`src/rtl/mul_share_pkg.sv`:
```
// Shared types and result formatting for the INT/FPU multiplier sharing controller.
package mul_share_pkg;

  localparam int MUL_XLEN = 64;

  typedef enum logic [2:0] {
    MUL    = 3'd0,
    MULH   = 3'd1,
    MULHSU = 3'd2,
    MULHU  = 3'd3,
    MULW   = 3'd4
  } mul_op_t;

  typedef enum logic {
    OWNER_INT = 1'b0,
    OWNER_FPU = 1'b1
  } owner_e;

  typedef struct packed {
    logic    valid;
    owner_e  owner;
    mul_op_t op;
  } mul_tag_t;

  // Pick the slice of the double-width product that the integer op architecturally returns.
  function automatic logic [MUL_XLEN-1:0] fmt_int_result(mul_op_t op, logic [2*MUL_XLEN-1:0] prod);
    logic [MUL_XLEN-1:0] res;
    case (op)
      MULH, MULHSU, MULHU: res = prod[2*MUL_XLEN-1:MUL_XLEN];
      MULW:                res = {{(MUL_XLEN-32){prod[31]}}, prod[31:0]};
      default:             res = prod[MUL_XLEN-1:0];
    endcase
    return res;
  endfunction

endpackage

```
`src/rtl/mul_share_ctrl_if.sv`:
```
// Request, result and datapath signals of the shared-multiplier controller.
interface mul_share_ctrl_if #(
  parameter int XLEN = 64
);
  import mul_share_pkg::*;

  logic              int_valid_i;
  logic              int_ready_o;
  mul_op_t           int_op_i;
  logic [XLEN-1:0]   int_a_i;
  logic [XLEN-1:0]   int_b_i;
  logic              int_flush_i;
  logic              int_res_valid_o;
  logic [XLEN-1:0]   int_res_o;
  logic              fpu_valid_i;
  logic              fpu_ready_o;
  logic [XLEN-1:0]   fpu_a_i;
  logic [XLEN-1:0]   fpu_b_i;
  logic              fpu_res_valid_o;
  logic [2*XLEN-1:0] fpu_res_o;
  logic              mul_issue_o;
  logic [XLEN-1:0]   mul_a_o;
  logic [XLEN-1:0]   mul_b_o;
  logic              mul_a_signed_o;
  logic              mul_b_signed_o;
  logic [2*XLEN-1:0] mul_res_i;
  logic              busy_o;

  modport slave (
    input  int_valid_i, int_op_i, int_a_i, int_b_i, int_flush_i,
    input  fpu_valid_i, fpu_a_i, fpu_b_i, mul_res_i,
    output int_ready_o, int_res_valid_o, int_res_o,
    output fpu_ready_o, fpu_res_valid_o, fpu_res_o,
    output mul_issue_o, mul_a_o, mul_b_o, mul_a_signed_o, mul_b_signed_o, busy_o
  );

  modport master (
    output int_valid_i, int_op_i, int_a_i, int_b_i, int_flush_i,
    output fpu_valid_i, fpu_a_i, fpu_b_i, mul_res_i,
    input  int_ready_o, int_res_valid_o, int_res_o,
    input  fpu_ready_o, fpu_res_valid_o, fpu_res_o,
    input  mul_issue_o, mul_a_o, mul_b_o, mul_a_signed_o, mul_b_signed_o, busy_o
  );

endinterface

```
`src/rtl/mul_tag_pipe.sv`:
```
// LAT-deep tag shift register that shadows the multiplier datapath, with an
// owner-selective kill that invalidates integer tags anywhere in the pipe.
module mul_tag_pipe
  import mul_share_pkg::*;
#(
  parameter int LAT = 3
) (
  input  logic     clk,
  input  logic     rst_n,
  input  mul_tag_t tag_in,
  input  logic     kill_int,
  output mul_tag_t tag_out,
  output logic     any_valid
);

  mul_tag_t stage_q [LAT];

  function automatic mul_tag_t apply_kill(mul_tag_t t, logic kill);
    mul_tag_t r;
    r = t;
    if (kill && t.owner == OWNER_INT) r.valid = 1'b0;
    return r;
  endfunction

  always_ff @(posedge clk or negedge rst_n) begin
    if (!rst_n) begin
      for (int i = 0; i < LAT; i++) stage_q[i] <= '0;
    end else begin
      stage_q[0] <= apply_kill(tag_in, kill_int);
      for (int i = 1; i < LAT; i++) stage_q[i] <= apply_kill(stage_q[i-1], kill_int);
    end
  end

  // The tail is killed combinationally too, so a flush in the result cycle still wins.
  assign tag_out = apply_kill(stage_q[LAT-1], kill_int);

  always_comb begin
    any_valid = 1'b0;
    for (int i = 0; i < LAT; i++) any_valid = any_valid | stage_q[i].valid;
  end

endmodule

```
`src/rtl/mul_share_ctrl.sv`:
```
// Round-robin arbiter and sequencer sharing one pipelined multiplier between
// the integer M-extension unit and the FPU mantissa multiplier.
module mul_share_ctrl
  import mul_share_pkg::*;
#(
  parameter int LAT  = 3,
  parameter int XLEN = MUL_XLEN
) (
  input  logic              clk,
  input  logic              rst_n,
  mul_share_ctrl_if.slave   bus
);

  owner_e            last_grant_q;
  logic              int_grant;
  logic              fpu_grant;
  mul_tag_t          issue_tag;
  mul_tag_t          tail_tag;
  logic              busy;
  logic              int_res_valid_q;
  logic              fpu_res_valid_q;
  logic [XLEN-1:0]   int_res_q;
  logic [2*XLEN-1:0] fpu_res_q;

  // A flushed integer request yields the slot to the FPU in the same cycle.
  always_comb begin
    int_grant = bus.int_valid_i && !bus.int_flush_i &&
                (!bus.fpu_valid_i || last_grant_q == OWNER_FPU);
    fpu_grant = bus.fpu_valid_i && !int_grant;
  end

  always_comb begin
    bus.mul_a_o        = bus.fpu_a_i;
    bus.mul_b_o        = bus.fpu_b_i;
    bus.mul_a_signed_o = 1'b0;
    bus.mul_b_signed_o = 1'b0;
    issue_tag          = '0;
    if (int_grant) begin
      bus.mul_a_o     = bus.int_a_i;
      bus.mul_b_o     = bus.int_b_i;
      issue_tag.valid = 1'b1;
      issue_tag.owner = OWNER_INT;
      issue_tag.op    = bus.int_op_i;
      case (bus.int_op_i)
        MULHSU: begin
          bus.mul_a_signed_o = 1'b1;
          bus.mul_b_signed_o = 1'b0;
        end
        MULHU: begin
          bus.mul_a_signed_o = 1'b0;
          bus.mul_b_signed_o = 1'b0;
        end
        default: begin
          bus.mul_a_signed_o = 1'b1;
          bus.mul_b_signed_o = 1'b1;
        end
      endcase
    end else if (fpu_grant) begin
      issue_tag.valid = 1'b1;
      issue_tag.owner = OWNER_FPU;
      issue_tag.op    = MUL;
    end
  end

  mul_tag_pipe #(.LAT(LAT)) u_tag_pipe (
    .clk       (clk),
    .rst_n     (rst_n),
    .tag_in    (issue_tag),
    .kill_int  (bus.int_flush_i),
    .tag_out   (tail_tag),
    .any_valid (busy)
  );

  // Result data only loads on its owner's valid, so it holds between pulses.
  always_ff @(posedge clk or negedge rst_n) begin
    if (!rst_n) begin
      last_grant_q    <= OWNER_FPU;
      int_res_valid_q <= 1'b0;
      fpu_res_valid_q <= 1'b0;
      int_res_q       <= '0;
      fpu_res_q       <= '0;
    end else begin
      int_res_valid_q <= tail_tag.valid && tail_tag.owner == OWNER_INT;
      fpu_res_valid_q <= tail_tag.valid && tail_tag.owner == OWNER_FPU;
      if (tail_tag.valid && tail_tag.owner == OWNER_INT)
        int_res_q <= fmt_int_result(tail_tag.op, bus.mul_res_i);
      if (tail_tag.valid && tail_tag.owner == OWNER_FPU)
        fpu_res_q <= bus.mul_res_i;
      if (int_grant)
        last_grant_q <= OWNER_INT;
      else if (fpu_grant)
        last_grant_q <= OWNER_FPU;
    end
  end

  assign bus.int_ready_o     = int_grant;
  assign bus.fpu_ready_o     = fpu_grant;
  assign bus.mul_issue_o     = int_grant || fpu_grant;
  assign bus.int_res_valid_o = int_res_valid_q;
  assign bus.int_res_o       = int_res_q;
  assign bus.fpu_res_valid_o = fpu_res_valid_q;
  assign bus.fpu_res_o       = fpu_res_q;
  assign bus.busy_o          = busy;

endmodule
```
`src/flat_wrapper.sv`:
```
// flat-port wrapper written by rule: the top's interface ports become plain ports
module mul_share_ctrl_flat import mul_share_pkg::*;
#(
  parameter int LAT  = 3,
  parameter int XLEN = MUL_XLEN
)
  (clk, rst_n, bus_int_valid_i, bus_int_op_i, bus_int_a_i, bus_int_b_i, bus_int_flush_i, bus_fpu_valid_i, bus_fpu_a_i, bus_fpu_b_i, bus_mul_res_i, bus_int_ready_o, bus_int_res_valid_o, bus_int_res_o, bus_fpu_ready_o, bus_fpu_res_valid_o, bus_fpu_res_o, bus_mul_issue_o, bus_mul_a_o, bus_mul_b_o, bus_mul_a_signed_o, bus_mul_b_signed_o, bus_busy_o);
  mul_share_ctrl_if #(.XLEN(XLEN)) bus_i ();
  input  logic clk;
  input  logic rst_n;
  input wire logic [$bits(bus_i.int_valid_i)-1:0] bus_int_valid_i;
  input wire logic [$bits(bus_i.int_op_i)-1:0] bus_int_op_i;
  input wire logic [$bits(bus_i.int_a_i)-1:0] bus_int_a_i;
  input wire logic [$bits(bus_i.int_b_i)-1:0] bus_int_b_i;
  input wire logic [$bits(bus_i.int_flush_i)-1:0] bus_int_flush_i;
  input wire logic [$bits(bus_i.fpu_valid_i)-1:0] bus_fpu_valid_i;
  input wire logic [$bits(bus_i.fpu_a_i)-1:0] bus_fpu_a_i;
  input wire logic [$bits(bus_i.fpu_b_i)-1:0] bus_fpu_b_i;
  input wire logic [$bits(bus_i.mul_res_i)-1:0] bus_mul_res_i;
  output wire logic [$bits(bus_i.int_ready_o)-1:0] bus_int_ready_o;
  output wire logic [$bits(bus_i.int_res_valid_o)-1:0] bus_int_res_valid_o;
  output wire logic [$bits(bus_i.int_res_o)-1:0] bus_int_res_o;
  output wire logic [$bits(bus_i.fpu_ready_o)-1:0] bus_fpu_ready_o;
  output wire logic [$bits(bus_i.fpu_res_valid_o)-1:0] bus_fpu_res_valid_o;
  output wire logic [$bits(bus_i.fpu_res_o)-1:0] bus_fpu_res_o;
  output wire logic [$bits(bus_i.mul_issue_o)-1:0] bus_mul_issue_o;
  output wire logic [$bits(bus_i.mul_a_o)-1:0] bus_mul_a_o;
  output wire logic [$bits(bus_i.mul_b_o)-1:0] bus_mul_b_o;
  output wire logic [$bits(bus_i.mul_a_signed_o)-1:0] bus_mul_a_signed_o;
  output wire logic [$bits(bus_i.mul_b_signed_o)-1:0] bus_mul_b_signed_o;
  output wire logic [$bits(bus_i.busy_o)-1:0] bus_busy_o;
  assign bus_i.int_valid_i = bus_int_valid_i;
  assign bus_i.int_op_i = bus_int_op_i;
  assign bus_i.int_a_i = bus_int_a_i;
  assign bus_i.int_b_i = bus_int_b_i;
  assign bus_i.int_flush_i = bus_int_flush_i;
  assign bus_i.fpu_valid_i = bus_fpu_valid_i;
  assign bus_i.fpu_a_i = bus_fpu_a_i;
  assign bus_i.fpu_b_i = bus_fpu_b_i;
  assign bus_i.mul_res_i = bus_mul_res_i;
  assign bus_int_ready_o = bus_i.int_ready_o;
  assign bus_int_res_valid_o = bus_i.int_res_valid_o;
  assign bus_int_res_o = bus_i.int_res_o;
  assign bus_fpu_ready_o = bus_i.fpu_ready_o;
  assign bus_fpu_res_valid_o = bus_i.fpu_res_valid_o;
  assign bus_fpu_res_o = bus_i.fpu_res_o;
  assign bus_mul_issue_o = bus_i.mul_issue_o;
  assign bus_mul_a_o = bus_i.mul_a_o;
  assign bus_mul_b_o = bus_i.mul_b_o;
  assign bus_mul_a_signed_o = bus_i.mul_a_signed_o;
  assign bus_mul_b_signed_o = bus_i.mul_b_signed_o;
  assign bus_busy_o = bus_i.busy_o;
  mul_share_ctrl #(.LAT(LAT), .XLEN(XLEN)) u_core (.clk(clk), .rst_n(rst_n), .bus(bus_i));
endmodule
```
`config.mk`:
```
export PLATFORM = sky130hd
export DESIGN_NAME = mul_share_ctrl_flat
export DESIGN_NICKNAME = d
export VERILOG_FILES = /design/src/rtl/mul_share_pkg.sv /design/src/rtl/mul_share_ctrl_if.sv /design/src/rtl/mul_tag_pipe.sv /design/src/rtl/mul_share_ctrl.sv /design/src/flat_wrapper.sv
export SDC_FILE = /design/constraint.sdc
export NUM_CORES = 1
export LEC_CHECK = 0
export ABC_AREA = 1
export CAP_MARGIN = 30
export CORE_AREA = 2 2 276 278
export CTS_BUF_LIST = sky130_fd_sc_hd__clkbuf_16
export DETAILED_ROUTE_END_ITERATION = 8
export DIE_AREA = 0 0 278 280
export GPL_TIMING_DRIVEN = 0
export PLACE_DENSITY = 0.38
export SYNTH_ARGS = -nofsm -noshare
export SYNTH_HDL_FRONTEND = slang
export SYNTH_SLANG_ARGS = --single-unit
export TNS_END_PERCENT = 1
```
`constraint.sdc`:
```
create_clock -name clk -period 2.6 [get_ports clk]
set_clock_uncertainty 0.1 [all_clocks]
set_input_delay 0.78 -clock clk [delete_from_list [all_inputs] [get_ports clk]]
set_output_delay 0.78 -clock clk [all_outputs]
set_load 0.01 [all_outputs]
```
==> results.sh <==
export IMPL_crit_path_max_incr_delay_ps=530
export IMPL_ys_top_cells_by_area="dfrtp_1 (50%), nand2_1 (26%), inv_1 (3.9%)"
export IMPL_r2r_slack_ps=590
export IMPL_die_area_mm2=0.0778
export IMPL_wl_per_cell_um=25.0
export IMPL_ys_seq_area_frac=0.505
export IMPL_finalSetupViolations=131
export IMPL_clock_path_buffers=3
export IMPL_synthToLayoutAreaGrowth_pct=97.2
export IMPL_ff2ff_path_depth=7
export IMPL_finalWorstSetupSlack_ps=-310
export IMPL_hp_start="u_core.u_tag_pipe.stage_q[10]$_DFF_PN0_"
export IMPL_antenna_found_initial=15
export IMPL_hpwl_um=69400
export IMPL_syn_area_per_cell_um2=7.13
export IMPL_grt_max_degree=87
export IMPL_critPathTopFamily="buffers and inverters"
export IMPL_synth_seq_cells=210
export IMPL_peakVddDrop_mv=0.457
export IMPL_worst_setup_path_end_kind="primary output"
export IMPL_p_comb_frac=0.423
export IMPL_grt_pass1_vias=13200
export IMPL_crit_arrival_ps=2030
export IMPL_p_sw_mw=4.85
export IMPL_clockRootBuffer="clkbuf_16"
export IMPL_synth_top_area_frac=0.502
export IMPL_syn_inst=1461
export IMPL_holdWs_ps=248
export IMPL_drc=0
export IMPL_run_status="finished with violations"
export IMPL_p_sw_frac=0.353
export IMPL_drv_cap=0
export IMPL_p_leak_nw=9.88
export IMPL_worstMarginPinSlew_ps=724
export IMPL_num_rows=101
export IMPL_max_freq_ghz=0.344
export IMPL_die_height_um=280
export IMPL_whs_path_depth=0
export IMPL_synthesis_nets=1853
export IMPL_yosysUniqueCellTypes=22
export IMPL_p_clk_frac=0.242
export IMPL_final_area_mm2=0.0205
export IMPL_core_area_mm2=0.0752
export IMPL_slowest_stage="dfstp_2"
export IMPL_cts_tree="done"
export IMPL_worstPathCellList="inv_2, nand2_8, nand2_8, clkinv_8, clkbuf_16, clkbuf_16, nand2_4, nand2_2, buf_6"
export IMPL_clock_latency_ps=570
export IMPL_drive_above_1_share=0.169
export IMPL_r2r_start="u_core.u_tag_pipe.tag_out[0]$_DFF_PN0_"
export IMPL_grt_overflow=0
export IMPL_htreeDepth=1
export IMPL_intPower_mw=8.88
export IMPL_stdcell_count=3226
export IMPL_fp_dieW_um=278
export IMPL_hold_end="u_core.u_tag_pipe.stage_q[5]$_DFF_PN0_"
export IMPL_post_dp_cell_area_mm2=0.0189
export IMPL_tns_ps=-30000
export IMPL_final_hold_viol_count=0
export IMPL_p_total_mw=13.7
export IMPL_drv_slew=0
export IMPL_gp_congestion=0.902
export IMPL_via_per_inst=3.82
export IMPL_ant_nets=0
export IMPL_violations="setup timing"
export IMPL_period_share=1.12
export IMPL_grt_pass1_wl_um=107000
export IMPL_first_pass_iters=5
export IMPL_path_class="flop to primary output"
export IMPL_crit_cells=9
export IMPL_route_vias_total=12300
export IMPL_yosys_area_top_type="dfrtp_1"
export IMPL_synth_warnings=0
export IMPL_nNetsFinal=2617
export IMPL_cp_start_kind="flop"
export IMPL_start_util=0.139
export IMPL_rsz0062_at_grt="yes"
export IMPL_critPathMaxFanout=6
export IMPL_slew_headroom=0.517
export IMPL_numCtsBuffers=26
export IMPL_ios=720
export IMPL_final_common_cell="nand2_1"
export IMPL_cts_sinks=210
export IMPL_required_ps=1720
export IMPL_min_path_type="flop to flop"
export IMPL_grt_usage=0.199
export IMPL_postRouteWirelength_um=80600
export IMPL_drt_initial_drc_count=404
export IMPL_powerDensity_mw_per_mm2=668
export IMPL_p_seq_frac=0.335
export IMPL_dp_cells=3160
export IMPL_timing_rr_end="u_core.bus.int_res_o[19]$_DFFE_PN0P_"
export IMPL_portBuffers=719
export IMPL_final_cell_mix="nand2_1 (617), clkdlybuf4s50_1 (578), dfrtp_1 (209)"
export IMPL_synth_area_mm2=0.0104
export IMPL_worst_path_buf_inv=5
export IMPL_clkTransAtPathRegs_ps=60
export IMPL_layout_min_cycle_time_ps=2910
-- power groups by stage --
stage / registers (mW) / logic (mW) / clock network [mW]
after detailed placement: 4.65 / 5.66 / 0
final: 4.60 / 5.80 / 3.33
after floorplan: 5.00 / 1.36 / 0
after CTS: 4.61 / 5.66 / 3.49
after global routing: 4.71 / 6.21 / 3.59
after global placement: 4.64 / 5.65 / 0
-- registers in the layout (all words and copies together) (netlist names) --
signal and count:
u_core.bus.int_res_valid_o 1, u_core.u_tag_pipe.tag_out 4, u_core.u_tag_pipe.stage_q 11, u_core.last_grant_q 1
u_core.bus.fpu_res_valid_o 1, u_core.bus.int_res_o 64, u_core.bus.fpu_res_o 128
-- how the worst max path moves through the flow --
stage / start / to
2_1_floorplan: bus_int_valid_i / bus_mul_a_o[18]
5_1_grt: u_core.last_grant_q$_DFFE_PN1P_ / bus_mul_a_o[18]
3_5_place_dp: bus_int_flush_i / bus_mul_b_o[60]
3_3_place_gp: rst_n / u_core.bus.int_res_o[13]$_DFFE_PN0P_
6_report: u_core.last_grant_q$_DFFE_PN1P_ / bus_mul_b_o[47]
4_1_cts: bus_int_flush_i / bus_mul_b_o[56]
-- layer usage --
layer  global-route usage  routed length (um)  part of all wire
met5                    0                  86            0.0011
met2                0.423               46600              0.58
met4               0.0657                3830             0.048
met3               0.0570                5680             0.070
met1                0.172               24500              0.30
-- area by class of cell --
| cell class | instances | area, um^2 |
|---|---|---|
| Timing Repair Buffer | 736 | 7450 |
| Antenna cell | 5 | 12.5 |
| Fill cell | 8188 | 54700 |
| Tap cell | 978 | 1220 |
| Buffer | 87 | 664 |
| Sequential cell | 210 | 5260 |
| Clock inverter | 20 | 98.8 |
| Multi-Input combinational cell | 1052 | 4750 |
| Inverter | 112 | 433 |
| Clock buffer | 26 | 651 |
-- metrics by stage --
step           setup WS, ps  utilization
2_1_floorplan           198            -
3_3_place_gp          -9480        0.251
3_5_place_dp          -1910        0.251
4_1_cts                -646        0.262
5_1_grt                -399        0.273
6_report               -310        0.273
-- synthesized netlist by cell type, drive strengths merged --
library cell / count
nor3: 1
o21ai: 96
nor2: 101
inv: 112
nand2: 717
a21oi: 35
nand3: 68
a31oi: 1
buf: 63
or2: 32
clkbuf: 25
dfrtp: 209
dfstp: 1
-- cell families after synthesis --
group,after synthesis,synth area share
AND/OR/NAND/NOR,919,0.350
buffers and inverters,200,0.0819
flip-flops,210,0.505
AO/OA/AOI/OAI,132,0.0635
-- repair_timing --
item                       in CTS  in global routing
hold endpoints to repair        3                  0
gates resized for setup       570                430
pin swaps                       3                 11
setup buffers                   2                  5
cloned                          1                  9
hold buffers                    1                  0
setup endpoints to repair     137                133
(Power assumes the default switching activity.)
